File: config.mk
export PLATFORM = sky130hd
export DESIGN_NAME = fetch_pc_bpu_flat
export DESIGN_NICKNAME = d
export VERILOG_FILES = /design/src/rtl/fetch_pc_bpu_pkg.sv /design/src/rtl/fetch_pc_bpu_if.sv /design/src/rtl/fetch_pc_bpu_btb.sv /design/src/rtl/fetch_pc_bpu.sv /design/src/flat_wrapper.sv
export SDC_FILE = /design/constraint.sdc
export NUM_CORES = 1
export LEC_CHECK = 0
export BUFFER_PORTS_ARGS = -buffer_cell sky130_fd_sc_hd__clkbuf_2
export CAP_MARGIN = 20
export CELL_PAD_IN_SITES_DETAIL_PLACEMENT = 1
export CELL_PAD_IN_SITES_GLOBAL_PLACEMENT = 2
export CORE_UTILIZATION = 53
export CTS_BUF_LIST = sky130_fd_sc_hd__clkbuf_4 sky130_fd_sc_hd__clkbuf_8
export DETAILED_ROUTE_END_ITERATION = 10
export PLACE_DENSITY = 0.88
export SYNTH_ARGS = -nofsm -noshare
export SYNTH_HDL_FRONTEND = slang
export SYNTH_SLANG_ARGS = --single-unit
File: constraint.sdc
create_clock -name clk -period 9.97 [get_ports clk]
set_input_delay 0.4985 -clock clk [delete_from_list [all_inputs] [get_ports clk]]
set_output_delay 0.4985 -clock clk [all_outputs]
set_load 0.005 [all_outputs]
File: src/rtl/fetch_pc_bpu_pkg.sv
// rtl/fetch_pc_bpu_pkg.sv - shared definitions for the fetch PC generator and branch predictor
// Purpose: reset PC default, sequential instruction length, BTB entry layout,
//          fetch FSM state encoding and the 2-bit saturating counter step.
// Ports:   none (package).
package fetch_pc_bpu_pkg;

  localparam logic [31:0] RESET_PC_DEFAULT = 32'h8000_0000;
  localparam int          INST_LENTH       = 4;

  typedef enum logic {
    INIT = 1'b0,
    RUN  = 1'b1
  } fetch_state_t;

  // Tag is stored at full word-address width (pc[31:2] >> IDX_W, zero-extended)
  // so the struct does not depend on the BTB depth.
  typedef struct packed {
    logic        valid;
    logic [29:0] tag;
    logic [31:0] target;
    logic [1:0]  ctr;
  } btb_entry_t;

  function automatic logic [1:0] ctr_next(input logic [1:0] ctr, input logic taken);
    if (taken) begin
      return (ctr == 2'b11) ? ctr : ctr + 2'b01;
    end
    return (ctr == 2'b00) ? ctr : ctr - 2'b01;
  endfunction

endpackage

File: src/rtl/fetch_pc_bpu_if.sv
// rtl/fetch_pc_bpu_if.sv - fetch request and execute resolution bundle
// Purpose: groups the instruction fetch request port and the execute-stage
//          next-PC feedback into one interface.
// Ports:   master = fetch unit (drives if_valid/if_pc/if_pred_*/flush),
//          slave  = pipeline/memory side (drives if_ready and ex_*).
interface fetch_pc_bpu_if;

  logic        if_valid;
  logic        if_ready;
  logic [31:0] if_pc;
  logic        if_pred_taken;
  logic [31:0] if_pred_target;

  logic        ex_valid;
  logic [31:0] ex_pc;
  logic [31:0] ex_dnpc;
  logic        ex_is_br;
  logic        ex_is_br_taken;
  logic [31:0] ex_pred_target;

  logic        flush;

  modport master (
    output if_valid, if_pc, if_pred_taken, if_pred_target, flush,
    input  if_ready, ex_valid, ex_pc, ex_dnpc, ex_is_br, ex_is_br_taken, ex_pred_target
  );

  modport slave (
    input  if_valid, if_pc, if_pred_taken, if_pred_target, flush,
    output if_ready, ex_valid, ex_pc, ex_dnpc, ex_is_br, ex_is_br_taken, ex_pred_target
  );

endinterface

File: src/rtl/fetch_pc_bpu_btb.sv
// rtl/fetch_pc_bpu_btb.sv - direct-mapped BTB with 2-bit counters
// Purpose: storage array with a combinational lookup port, one write port that
//          either clears a valid bit (init walk) or applies a branch resolution.
// Ports:   clk; lookup_wpc in / lookup_hit, lookup_ctr, lookup_target out;
//          clear_en, clear_idx in; upd_en, upd_wpc, upd_taken, upd_target in.
module fetch_btb
  import fetch_pc_bpu_pkg::*;
#(
  parameter  int ENTRIES = 16,
  localparam int IDX_W   = $clog2(ENTRIES)
) (
  input  logic             clk,
  input  logic [29:0]      lookup_wpc,
  output logic             lookup_hit,
  output logic [1:0]       lookup_ctr,
  output logic [31:0]      lookup_target,
  input  logic             clear_en,
  input  logic [IDX_W-1:0] clear_idx,
  input  logic             upd_en,
  input  logic [29:0]      upd_wpc,
  input  logic             upd_taken,
  input  logic [31:0]      upd_target
);

  btb_entry_t mem [ENTRIES];

  logic [IDX_W-1:0] lu_idx;
  logic [IDX_W-1:0] up_idx;
  logic [29:0]      lu_tag;
  logic [29:0]      up_tag;
  btb_entry_t       lu_ent;
  btb_entry_t       up_ent;
  logic             up_hit;

  assign lu_idx = lookup_wpc[IDX_W-1:0];
  assign up_idx = upd_wpc[IDX_W-1:0];
  assign lu_tag = lookup_wpc >> IDX_W;
  assign up_tag = upd_wpc >> IDX_W;

  // Reads see the registered contents only: a same-cycle update is not bypassed.
  assign lu_ent = mem[lu_idx];
  assign up_ent = mem[up_idx];

  assign lookup_hit    = lu_ent.valid && (lu_ent.tag == lu_tag);
  assign lookup_ctr    = lu_ent.ctr;
  assign lookup_target = lu_ent.target;
  assign up_hit        = up_ent.valid && (up_ent.tag == up_tag);

  always_ff @(posedge clk) begin
    if (clear_en) begin
      mem[clear_idx].valid <= 1'b0;
    end else if (upd_en) begin
      if (up_hit) begin
        mem[up_idx].ctr <= ctr_next(up_ent.ctr, upd_taken);
        if (upd_taken) begin
          mem[up_idx].target <= upd_target;
        end
      end else if (upd_taken) begin
        // Allocate weakly-taken, evicting whatever aliased here.
        mem[up_idx] <= '{valid: 1'b1, tag: up_tag, target: upd_target, ctr: 2'b10};
      end
    end
  end

endmodule

File: src/rtl/fetch_pc_bpu.sv
// rtl/fetch_pc_bpu.sv - fetch PC generator with BTB prediction and mispredict redirect
// Purpose: walks the BTB clear after reset (INIT), then issues fetch PCs,
//          follows the BTB prediction and redirects on any resolved next PC
//          that differs from the prediction recorded at fetch.
// Ports:   clk, rst_n (sync, active low); bus (fetch_pc_bpu_if.master);
//          perf_br_cnt, perf_mispred_cnt only when BPU_PERF_CNT_EN is defined.
module fetch_pc_bpu
  import fetch_pc_bpu_pkg::*;
#(
  parameter logic [31:0] RESET_PC    = RESET_PC_DEFAULT,
  parameter int          BTB_ENTRIES = 16,
  parameter int          INST_LEN    = INST_LENTH
) (
  input  logic           clk,
  input  logic           rst_n,
  fetch_pc_bpu_if.master bus
`ifdef BPU_PERF_CNT_EN
  ,
  output logic [31:0]    perf_br_cnt,
  output logic [31:0]    perf_mispred_cnt
`endif
);

  localparam int IDX_W = $clog2(BTB_ENTRIES);

  fetch_state_t     state_q, state_d;
  logic [IDX_W-1:0] init_idx_q, init_idx_d;
  logic [31:0]      pc_q, pc_d;

  logic             run;
  logic             mispredict;
  logic             if_valid;
  logic             btb_hit;
  logic [1:0]       btb_ctr;
  logic [31:0]      btb_target;
  logic             pred_taken;
  logic [31:0]      pred_target;
  logic             upd_en;

  // Byte offset of a resolving PC plays no part in BTB indexing or tagging.
  logic             unused_ex_pc_lsb;
  assign unused_ex_pc_lsb = ^bus.ex_pc[1:0];

  assign run         = (state_q == RUN);
  assign mispredict  = run && bus.ex_valid && (bus.ex_dnpc != bus.ex_pred_target);
  assign if_valid    = run && !mispredict;
  assign pred_taken  = btb_hit && btb_ctr[1];
  assign pred_target = pred_taken ? btb_target : pc_q + 32'(INST_LEN);
  // rst_n gate keeps a resolution arriving on the reset cycle out of the BTB.
  assign upd_en      = rst_n && run && bus.ex_valid && bus.ex_is_br;

  assign bus.if_valid       = if_valid;
  assign bus.if_pc          = pc_q;
  assign bus.if_pred_taken  = pred_taken;
  assign bus.if_pred_target = pred_target;
  assign bus.flush          = mispredict;

  always_ff @(posedge clk) begin
    if (!rst_n) begin
      state_q    <= INIT;
      init_idx_q <= '0;
      pc_q       <= RESET_PC;
    end else begin
      state_q    <= state_d;
      init_idx_q <= init_idx_d;
      pc_q       <= pc_d;
    end
  end

  always_comb begin
    state_d    = state_q;
    init_idx_d = init_idx_q;
    pc_d       = pc_q;
    case (state_q)
      INIT: begin
        init_idx_d = init_idx_q + IDX_W'(1);
        if (init_idx_q == IDX_W'(BTB_ENTRIES - 1)) begin
          state_d = RUN;
        end
      end
      RUN: begin
        // Redirect wins over the normal advance.
        if (mispredict) begin
          pc_d = bus.ex_dnpc;
        end else if (if_valid && bus.if_ready) begin
          pc_d = pred_target;
        end
      end
      default: state_d = INIT;
    endcase
  end

  fetch_btb #(
    .ENTRIES (BTB_ENTRIES)
  ) u_btb (
    .clk           (clk),
    .lookup_wpc    (pc_q[31:2]),
    .lookup_hit    (btb_hit),
    .lookup_ctr    (btb_ctr),
    .lookup_target (btb_target),
    .clear_en      (!run),
    .clear_idx     (init_idx_q),
    .upd_en        (upd_en),
    .upd_wpc       (bus.ex_pc[31:2]),
    .upd_taken     (bus.ex_is_br_taken),
    .upd_target    (bus.ex_dnpc)
  );

`ifdef BPU_PERF_CNT_EN
  always_ff @(posedge clk) begin
    if (!rst_n) begin
      perf_br_cnt      <= '0;
      perf_mispred_cnt <= '0;
    end else begin
      if (run && bus.ex_valid && bus.ex_is_br) begin
        perf_br_cnt <= perf_br_cnt + 32'd1;
      end
      if (mispredict) begin
        perf_mispred_cnt <= perf_mispred_cnt + 32'd1;
      end
    end
  end
`endif

endmodule

File: src/flat_wrapper.sv
// flat-port wrapper written by rule: the top's interface ports become plain ports
module fetch_pc_bpu_flat import fetch_pc_bpu_pkg::*;
#(
  parameter logic [31:0] RESET_PC    = RESET_PC_DEFAULT,
  parameter int          BTB_ENTRIES = 16,
  parameter int          INST_LEN    = INST_LENTH
)
  (clk, rst_n, bus_if_valid, bus_if_pc, bus_if_pred_taken, bus_if_pred_target, bus_flush, bus_if_ready, bus_ex_valid, bus_ex_pc, bus_ex_dnpc, bus_ex_is_br, bus_ex_is_br_taken, bus_ex_pred_target);
  fetch_pc_bpu_if bus_i ();
  input  logic clk;
  input  logic rst_n;
  output wire logic [$bits(bus_i.if_valid)-1:0] bus_if_valid;
  output wire logic [$bits(bus_i.if_pc)-1:0] bus_if_pc;
  output wire logic [$bits(bus_i.if_pred_taken)-1:0] bus_if_pred_taken;
  output wire logic [$bits(bus_i.if_pred_target)-1:0] bus_if_pred_target;
  output wire logic [$bits(bus_i.flush)-1:0] bus_flush;
  input wire logic [$bits(bus_i.if_ready)-1:0] bus_if_ready;
  input wire logic [$bits(bus_i.ex_valid)-1:0] bus_ex_valid;
  input wire logic [$bits(bus_i.ex_pc)-1:0] bus_ex_pc;
  input wire logic [$bits(bus_i.ex_dnpc)-1:0] bus_ex_dnpc;
  input wire logic [$bits(bus_i.ex_is_br)-1:0] bus_ex_is_br;
  input wire logic [$bits(bus_i.ex_is_br_taken)-1:0] bus_ex_is_br_taken;
  input wire logic [$bits(bus_i.ex_pred_target)-1:0] bus_ex_pred_target;
  assign bus_if_valid = bus_i.if_valid;
  assign bus_if_pc = bus_i.if_pc;
  assign bus_if_pred_taken = bus_i.if_pred_taken;
  assign bus_if_pred_target = bus_i.if_pred_target;
  assign bus_flush = bus_i.flush;
  assign bus_i.if_ready = bus_if_ready;
  assign bus_i.ex_valid = bus_ex_valid;
  assign bus_i.ex_pc = bus_ex_pc;
  assign bus_i.ex_dnpc = bus_ex_dnpc;
  assign bus_i.ex_is_br = bus_ex_is_br;
  assign bus_i.ex_is_br_taken = bus_ex_is_br_taken;
  assign bus_i.ex_pred_target = bus_ex_pred_target;
  fetch_pc_bpu #(.RESET_PC(RESET_PC), .BTB_ENTRIES(BTB_ENTRIES), .INST_LEN(INST_LEN)) u_core (.clk(clk), .rst_n(rst_n), .bus(bus_i));
endmodule
# Word level (Yosys, flattened, before mapping)
# Memory sizes are Yosys's and may differ from the RTL's. A register that Yosys moved wholly into a read port is not among the register bits.
# Cells that the tools add are included.
[totals]
inputBits = 102
memories = 1
out_inout_bits = 67
ramBits = 976
word_cells = 66
ff_bits = 37
[classes]
n_bitwise = 2
addsub = 4
reduce_logical = 15
n_eq_ne = 5
muxes = 36
[memory_table]
columns = ["name", "depth", "word_bits", "rd", "rd_clocked_by_memory_dff", "wr", "line", "source"]
rows = [
  ["u_core.u_btb.mem", 16, 61, 2, 1, 1, "fetch_pc_bpu_btb.sv:25", "btb_entry_t mem [ENTRIES];"],
]
[ops]
columns = ["cell", "n"]
rows = [
  ["$mux W32", 4],
  ["$mux W61", 1],
  ["$reduce_or A61 Y1", 1],
  ["$eq A30 B26 Y1", 2],
  ["$add A32 B3 Y32 const B", 1],
  ["$ne A32 B32 Y1", 1],
  ["$mux W1", 19],
  ["$mux W2", 8],
  ["$mux W4", 4],
  ["$logic_and A1 B1 Y1", 10],
  ["$add A4 B1 Y4 const B", 1],
  ["$eq A4 B4 Y1 const B", 1],
  ["$add A2 B1 Y2 const B", 1],
  ["$eq A2 B2 Y1 const B", 1],
  ["$logic_not A2 Y1", 1],
  ["$or A1 B1 Y1", 2],
  ["$reduce_and A2 Y1", 1],
  ["$reduce_bool A2 Y1", 1],
  ["$sub A2 B1 Y2 const B", 1],
  ["$logic_not A1 Y1", 1],
]

# Depth between registers and ports, before layout
# Gate-level depths: netlist of the first run.
# An unclocked memory read counts as a cell.
[logic_depth]
depth_word = 12
ltp_mapped = 15
mapped_depth_nobuf = 9

# Hierarchy
# A second synthesis of the first run with hierarchy kept.
[hier_totals]
cells_unflattened = 2390
area_unflattened_um2 = 45487.4
[modules_own_cells]
columns = ["mod", "instances", "cells_each", "area_per_inst_um2", "seq_area_each_um2"]
rows = [
  ["fetch_btb", 1, 1951, 42258.0, 29308.1],
  ["fetch_pc_bpu", 1, 439, 3229.3, 740.7],
]

# Worst setup path after synthesis of the first run
# OpenSTA, ideal clock, no wires.
[synth_path]
path_type = "input to register"
from = "input port bus_ex_pc[4]"
to = "memory u_core.u_btb.mem[15][34] (netlist bit) (enable)"
required_time_ps = 9561
setup_slack_ps = 5624
n_path_buf = 4
setup_ps = 409
arrival_time_ps = 3937
stages = 11
cell_sequence = "buf_2 buf_4 buf_2 buf_1 mux4_2 mux4_2 xor2_1 nor4_1 nand2_1 o311ai_4 nor2_1"
[synth_between]
elab_chain_cells = 10
word_cells_on_any_way = 20
cone_classes = "eq/ne: 1; mux: 14; bitwise: 2; reduce/logical: 2; memory: 1"
[synth_rtl]
columns = ["item", "line", "source"]
rows = [
  ["start, declared", "flat_wrapper.sv:19", "input wire logic [$bits(bus_i.ex_pc)-1:0] bus_ex_pc;"],
  ["$mem_v2 Z16 W61", "-", ""],
  ["$eq A30 B26 Y1", "fetch_pc_bpu_btb.sv:47", "assign up_hit = up_ent.valid && (up_ent.tag == up_tag);"],
  ["$logic_and A1 B1 Y1", "fetch_pc_bpu_btb.sv:47", ""],
  ["$mux W1", "fetch_pc_bpu_btb.sv:53", "if (up_hit) begin"],
  ["$mux W1", "fetch_pc_bpu_btb.sv:52", "end else if (upd_en) begin"],
  ["$mux W1", "fetch_pc_bpu_btb.sv:50", "if (clear_en) begin"],
  ["$mux W1 (on tied branches)", "fetch_pc_bpu_btb.sv:54, fetch_pc_bpu_btb.sv:56, fetch_pc_bpu_btb.sv:60", ""],
  ["$or A1 B1 Y1 (no source line)", "-", ""],
  ["$reduce_or A61 Y1 (no source line)", "-", ""],
  ["$mux W4 (no source line)", "-", ""],
  ["end, declared", "fetch_pc_bpu_btb.sv:25", ""],
]
# Several ways; a longest one is shown, not always the timed one.

==> results of run 1 <==
-- routing by layer --
layer | routed length [um] | GRT usage, % | vias up
li1 | - | - | 10920
met1 | 54140 | 44.41 | 14630
met2 | 67500 | 51.05 | 1598
met3 | 12530 | 6.351 | 278
met4 | 5089 | 12.36 | 0
met5 | 0 | 0 | -
-- per-stage QoR --
step	worst slack [ns]	cells
floorplan	5.624	2541
global placement	3.757	3748
detailed placement	3.621	3748
CTS	3.222	4053
global route	3.050	4057
finish	3.318	4058
-- cell families after synthesis --
kind of cell | Yosys count
mux | 557
buf+inv | 187
fa+ha+maj | 3
flops | 1017
simple gates | 476
xor+xnor | 116
compound gates | 185
-- registers in the layout (all words and copies together) (netlist names), named ones only --
register / count
u_core.u_btb.mem: 976
u_core.init_idx_q: 4
u_core.run: 1
u_core.bus.if_pc: 32
-- cell usage after synthesis (all sizes together) (4+ instances only) --
cell type / count / share of area [%]
and2: 72 / 0.98
nand3: 63 / 0.69
a41oi: 18 / 0.34
or3: 15 / 0.20
mux2: 45 / 1.1
xnor2: 45 / 0.86
nor2b: 9 / 0.12
nand4b: 4 / 0.076
xor2: 71 / 1.4
o211ai: 7 / 0.11
mux2i: 156 / 3.4
or3b: 4 / 0.076
dfxtp: 41 / 1.8
nand2: 94 / 0.77
a211oi: 5 / 0.082
nand2b: 4 / 0.054
o21ai: 54 / 0.61
nor3b: 4 / 0.076
nand4: 14 / 0.19
a21o: 4 / 0.065
mux4: 356 / 18
nand3b: 18 / 0.29
clkbuf: 69 / 0.56
buf: 99 / 1.3
nor2: 113 / 0.92
a22oi: 15 / 0.25
edfxtp: 976 / 64
a31oi: 9 / 0.12
inv: 18 / 0.15
nor3: 13 / 0.15
or4: 5 / 0.090
a21oi: 30 / 0.33
and3: 19 / 0.26
nor4: 20 / 0.29
-- path summary, 6_finish.rpt --
path                                    start                               end  slack (ns)  cells past startpoint
max reg2reg                              flop                              flop        4.47                     11
min reg2reg  u_core.bus.if_pc[1]$_SDFFE_PN0P_  u_core.bus.if_pc[1]$_SDFFE_PN0P_        0.57                      2
min                            bus_ex_dnpc[9]  u_core.bus.if_pc[9]$_SDFFE_PN0P_        0.08                      3
max                                      flop            bus_if_pred_target[25]        3.32                     11
-- layout by cell type, fill, tap and decap left out, types with 9 or more instances in the layout --
cell type and count:
nand4_1 14, mux2i_1 156, and3_1 19, nand3_1 63
a41oi_1 18, mux2_2 45, or3_1 15, mux4_2 348
a22oi_1 15, nor3_1 12, xnor2_1 45, buf_4 66
nor2_4 32, and2_1 72, a21oi_1 30, edfxtp_1 976
nor2_1 81, clkbuf_8 170, inv_1 16, o21ai_0 53
a31oi_1 9, clkbuf_4 50, dfxtp_1 37, clkbuf_2 163
clkinv_1 42, nand3b_1 18, clkinv_2 21, xor2_1 71
nand2_1 94, nor4_1 19
-- power groups by stage --
stage | Combinational, mW | Sequential (mW) | Clock (mW)
5_1_grt | 0.183 | 4.61 | 3.86
2_1_floorplan | 0.101 | 4.70 | 0
3_5_place_dp | 0.172 | 4.70 | 0
3_3_place_gp | 0.170 | 4.70 | 0
6_report | 0.176 | 4.61 | 3.67
4_1_cts | 0.174 | 4.61 | 3.71
-- area by class of cell --
cell class	count	area share (%)
well taps	1144	2.778
flip-flops and latches	1017	58.50
clock inverters	84	1.163
inverters	19	0.1408
multi-input cells	1337	29.47
repair buffers	233	2.664
clock buffers	220	5.269
diodes	4	0.01943
-- worst min-delay path, delay by kind of cell --
kind / cells / cell delay, ns
buffers and inverters: 1 / 0.11
AO/OA/AOI/OAI: 2 / 0.23
==> flow_results.org, run 1 <==
** Global route
- The via count of the first global-routing pass was 28320.
- Global routing consumed, over all layers together, 32.18% of the routing resources.
- The initial antenna violation count was 3.
- Summed over all layers, the global routing overflow is 0.
- Entering global routing, the biggest net connects 109 pins.
- The first global-routing pass estimated 199500 um of wire.

** Power
- Switching share of power :: 21.74%
- Dividing total power by cell area gives a power density of 164.2 nW/um^2.
- In this run the static leakage power is 18.91 nW.
- For this design the total switching power over the nets is 1.839 mW.
- The design draws 8.463 mW.
- Peak supply drop :: 0.1266 mV
- The clock network is responsible for 43.4% of the overall power.
- The share of total power dissipated in sequential elements is 54.5%.
- Combinational fraction of design power :: 2.1%
- The internal portion of the total power is 6.623 mW.

** Critical path
- Among all stages on the critical path, the largest delay is contributed by dfxtp_4.
- For the worst setup path, the data required time is 9.47 ns.
- Worst Path Max Fanout :: 45
- Critical Path, Cell by Cell :: buf_4, mux4_2, mux2i_1, mux2i_1, xor2_1, nor4_1, nand4b_1, nor3_4, buf_4, mux2i_1, clkbuf_2
- Library cell appearing most often on the critical path :: mux2i_1
- Type of the worst setup path :: reg2out
- For this run, the slowest stage of the critical path takes 0.82 ns.
- Type of element capturing the critical path :: output port
- Cell type group with the largest total delay on the critical path :: multiplexers
- Buffering stage count on the worst path with inverters included :: 3
- Category of the worst setup path launch point :: flop
- Critical path data arrival time :: 6.15 ns

** Synthesis
- Number of nets produced by synthesis :: 2645
- Post-synthesis share of cell area spent on and, or, nand and nor gates :: 5.338%
- In this run, distinct cell masters in the synthesized netlist total 78.
- Mux cell area share after synthesis :: 22.01%
- Post-synthesis share of cell area spent on xor and xnor gates :: 2.210%
- Complex-gate fraction of the synthesized area :: 2.839%
- Sequential cell area fraction in the yosys report :: 65.55%
- By area, the combinational part of the netlist is dominated by multiplexers.
- Counting flops and latches in the post-synthesis netlist gives 1017.
- Number of flops mapped to enable cells by yosys :: 976
- In this run the cell area of the synthesized design comes to 45960 um^2.
- For this run, asynchronously set or reset flops after synthesis account for 0%.
- During synthesis, Yosys emitted a total of 0 warnings.
- Post-Synthesis Mean Instance Area :: 18.09 um^2
- Of the total synthesized cell area, the portion taken by full adders, half adders and majority gates is 0.07622%.
- Synthesis handed over a netlist of 2541 instances.
- The most used flip-flop cell after synthesis is edfxtp_1.

** Die
- Initial cell density of the core :: 53.73%
- Chip Height :: 296.5 um
- Number of placement rows :: 107
- The die covers 87900 um^2.
- The core region is 85550 um^2.
- Number of top-level pins :: 169
- Width of the die :: 296.5 um

** Outcome
- Status :: finished clean

** Routing
- Per-cell via count in the routed design :: 6.759
- First DRT Iteration DRCs :: 3221
- The detailed router placed 27430 vias in this run.
- Routed Wire Length :: 139300 um
- For this run, design rule violations remaining after detail routing come to 0.
- Before antenna repair, the detailed router went through 6 iterations.
- Average detailed-routed wire length per instance :: 34.32 um
- Remaining number of nets flagged by the antenna check after routing :: 0

** Final layout
- Area Overhead vs Synth :: 12.10%
- Multi-input combinational cell area :: 15180 um^2
- In the final layout, the share of cells above drive strength 1 is 32.37%.
- Once layout is done, the placed cells without fillers occupy 51530 um^2.
- The net count of the finished layout is 2878.
- Fill cells in the final layout number 7551.
- In the final layout, flip-flops and latches occupy 30140 um^2.
- Cells fill 60.23% of the core in the end.

** Clock tree
- CTS saw 1017 sinks.
- Clk pin slew, worst setup/hold paths :: 0.06 ns
- In this run, CTS created clock tree buffers numbering 166.
- The clock passes through at most 3 buffers.
- Number of hold buffers added after CTS :: 1
- Gates resized during post-CTS repair numbered 0.
- After clock tree synthesis, the setup repair step added 0 buffers.
- Clock tree from TritonCTS :: built
- Number of H-tree branching levels :: 4
- Clock latency on the worst-skew pair, taken at its later pin, is 0.84 ns.
- Clock tree synthesis selected as its root buffer the cell clkbuf_8.

** Timing
- Post-route minimum period :: 6.652 ns
- After layout, the worst path uses 66.72% of the clock period.
- Clock skew :: 0.03826 ns
- Relative slew slack :: 24.58%
- For the final routed database, the setup TNS stands at 0 ns.
- Setup repair after global routing left no endpoint under its margin.
- Number of setup violations in the final report :: 0
- Achievable clock frequency :: 150.3 MHz
- The final number of max-transition violations came to 0.
- Minimum hold slack :: 0.07766 ns
- Final-report hold violation count :: 0
- Tightest Pin Transition :: 1.131 ns

** Placed design
- The congestion estimate from routability-driven global placement came to 0.9016.
- Count of buffers from port buffering :: 166
- Once placement finished, the instance area stood at 48180 um^2.
- The wire-length estimate of the detail-placed layout is 84700 um.

** Flow run
- The tool flagged a number of max-cap violations equal to 0.

** Min path
- The tightest min-delay check is of the in2reg type.
(Power assumes the default switching activity.)
==> inputs of run 2 (changes only) <==
- CORE_UTILIZATION: 53 -> 50
- PLACE_DENSITY: 0.88 -> 0.84
- clock period: 9.97 -> 6.3 ns (I/O delays scaled with it)
==> run 2 against run 1 <==
  * First-iteration DRC count up 4.1%
  * Cell count up 2.1%
  * Hold slack better by 0.0093 ns
  * Global-route usage down 1.2 points
  * Routed wire length up 2.5%
  * Cell area up 1.4%
==> flow_results.org, run 2 (synthesis results as in run 1) <==
** Global route
- The first global-routing pass estimated 205400 um of wire.
- The initial antenna violation count was 4.
- Via count of the first global-routing pass :: 28680
- For this run the aggregate overflow at the end of global routing stands at 0.
- For this run, the total global-route usage over all layers was measured as 30.94%.
- Maximum number of pins on one net before global-route repair :: 71

** Clock tree
- Source-to-sink clock delay at the later pin of the worst-skew pair :: 0.86 ns
- Setup bufs post-CTS :: 0
- The tree is rooted in a clkbuf_8.
- Clock-pin slew was measured on the worst setup and hold paths at 0.06 ns.
- The clock passes through at most 3 buffers.
- TritonCTS built the clock tree.
- The H-tree generated during clock tree synthesis spans 4 levels.
- Number of gates given a new drive strength after cts :: 0
- The clock net in this run drives a total of 1017 sinks.
- Cts bufs inserted :: 166
- Number of hold buffers added after CTS :: 32

** Placed design
- Count of buffers from port buffering :: 166
- Dpl cell area :: 48550 um^2
- Routability-driven placement finished with a final weighted congestion of 0.8533.
- Detail Placement HPWL :: 89950 um

** Die
- The die is 305.2 um wide.
- Chip Height :: 305.2 um
- Number of placement rows :: 110
- Initial cell density of the core :: 50.75%
- The floorplan step defined a core boundary enclosing 90560 um^2.
- For this design the top-level I/O count stands at 169.
- The die covers 93140 um^2.

** Timing
- Relative slew slack :: 26.64%
- Achievable clock frequency :: 168.4 MHz
- After routing, the total negative slack on setup checks comes to 0 ns.
- Post-route minimum period :: 5.939 ns
- The final critical path takes up 94.27% of the cycle.
- Clock skew :: 0.06707 ns
- Number of setup violations in the final report :: 0
- At the pin with the least slew margin, the transition time is 1.100 ns.
- Unrepaired setup endpoints after global routing :: false
- Final slew viol count :: 0
- Final-report hold violation count :: 0
- On the final layout, the worst hold slack is 0.08695 ns.

** Routing
- Remaining number of nets flagged by the antenna check after routing :: 0
- First DRT Iteration DRCs :: 3354
- In the final routed layout, each cell accounts on average for 34.44 um.
- DRC Markers :: 0
- Initial DRT Pass Iterations :: 5
- DR vias :: 27680
- The final layout contains routed wiring with a total length of 142700 um.
- In the routed layout, each cell is associated on average with a via count of 6.677.

** Power
- Combinational fraction of design power :: 2.3%
- Net switching is 21.58% of the power.
- In this run the power density over the cells is 257.1 nW/um^2.
- Part of the power in the clock network :: 43.4%
- For this design the static power due to leakage is 19.25 nW.
- Across the VDD grid, the largest voltage drop is 0.2448 mV.
- In this run the power spent charging and discharging nets is 2.899 mW.
- The internal power of the cells totals 10.53 mW.
- Sequential share of power :: 54.4%

** Final layout
- After the last flow step, the layout net total stands at 2938.
- Area Overhead vs Synth :: 13.67%
- The post-route netlist has 33.07% of its cells at a drive strength greater than 1.
- Number of filler cells placed in the layout :: 8035
- Reg with most FFs :: u_core.u_btb.mem
- The top cell types in the final layout, fill and taps aside, are 976 x edfxtp_1, 348 x mux4_2, 170 x clkbuf_8.
- The register with the most flip-flops in the layout has 976 of them.
- Area of all placed cells without fillers :: 52250 um^2
- Most frequent standard cell in the layout excluding fill and tap cells :: edfxtp_1

** Critical path
- Along the worst path, the maximum fanout reaches 36.
- Data on the critical path arrives at its endpoint at 5.62 ns.
- Endpoint required time on the critical path :: 5.98 ns
- Type of the worst setup path :: reg2out
- The worst setup path is captured at an output port.
- Category of the worst setup path launch point :: flop

** Min path
- Hold path startpoint :: bus_ex_pc[9]
- Class of the most critical hold timing path :: in2reg

** Outcome
- Status :: finished clean

** Flow run
- Count of maximum capacitance violations :: 0
==> run 2: worst max-delay path, cell delays in order, from the launching register on <==
cell and delay [ns]:
dfxtp_4 0.88, buf_4 0.47, mux4_2 0.55, mux2i_1 0.20, mux2i_1 0.28, xor2_1 0.28
nor4bb_1 0.41, nand4_1 0.26, nor3_4 0.19, buf_4 0.49, nor2_1 0.12, a21oi_1 0.30
clkbuf_2 0.18
==> run 2: final timing paths <==
check	cells after the start	slack, ns	end
max	12	0.36	bus_if_pred_target[8]
min	2	0.09	u_core.u_btb.mem[4][37]$_DFFE_PP_
max reg2reg	11	1.27	u_core.bus.if_pc[31]$_SDFFE_PN1P_
min reg2reg	2	0.59	u_core.bus.if_pc[0]$_SDFFE_PN0P_
==> run 2: layer usage <==
metal | share of wire (%) | track usage [%] | up-vias | wire length [um]
met3 | 9.4 | 7.072 | 263 | 13430
met1 | 39 | 42.69 | 14860 | 56270
li1 | - | - | 11040 | -
met2 | 48 | 48.58 | 1516 | 68440
met5 | 0 | 0 | - | 0
met4 | 3.2 | 11.28 | 0 | 4610
==> run 2: per-stage QoR <==
stage	setup WS (ns)	power (mW)	cells	util (%)
floorplan	2.137	7.601	2541	-
detailed placement	0.8167	7.729	3807	53.61
global placement	0.9734	7.724	3804	53.55
global route	0.1302	13.76	4144	57.69
finish	0.3611	13.43	4145	57.69
CTS	0.3781	13.49	4139	57.62
==> run 2: final cells by class <==
type | count | area [um^2] | area share [%]
Inverter | 19 | 72.57 | 0.1389
Tap cell | 1176 | 1471 | 2.816
Timing Repair Buffer | 293 | 2058 | 3.939
Antenna cell | 3 | 7.507 | 0.01437
Clock inverter | 64 | 476.7 | 0.9124
Sequential cell | 1017 | 30140 | 57.69
Clock buffer | 236 | 2835 | 5.427
Multi-Input combinational cell | 1337 | 15180 | 29.06
==> run 2: power by group through the flow <==
stage	clock network (mW)	logic, mW	registers [mW]
floorplan	0	0.160	7.44
global placement	0	0.281	7.44
detailed placement	0	0.285	7.44
CTS	5.88	0.302	7.30
global route	6.14	0.320	7.30
finish	5.83	0.305	7.30
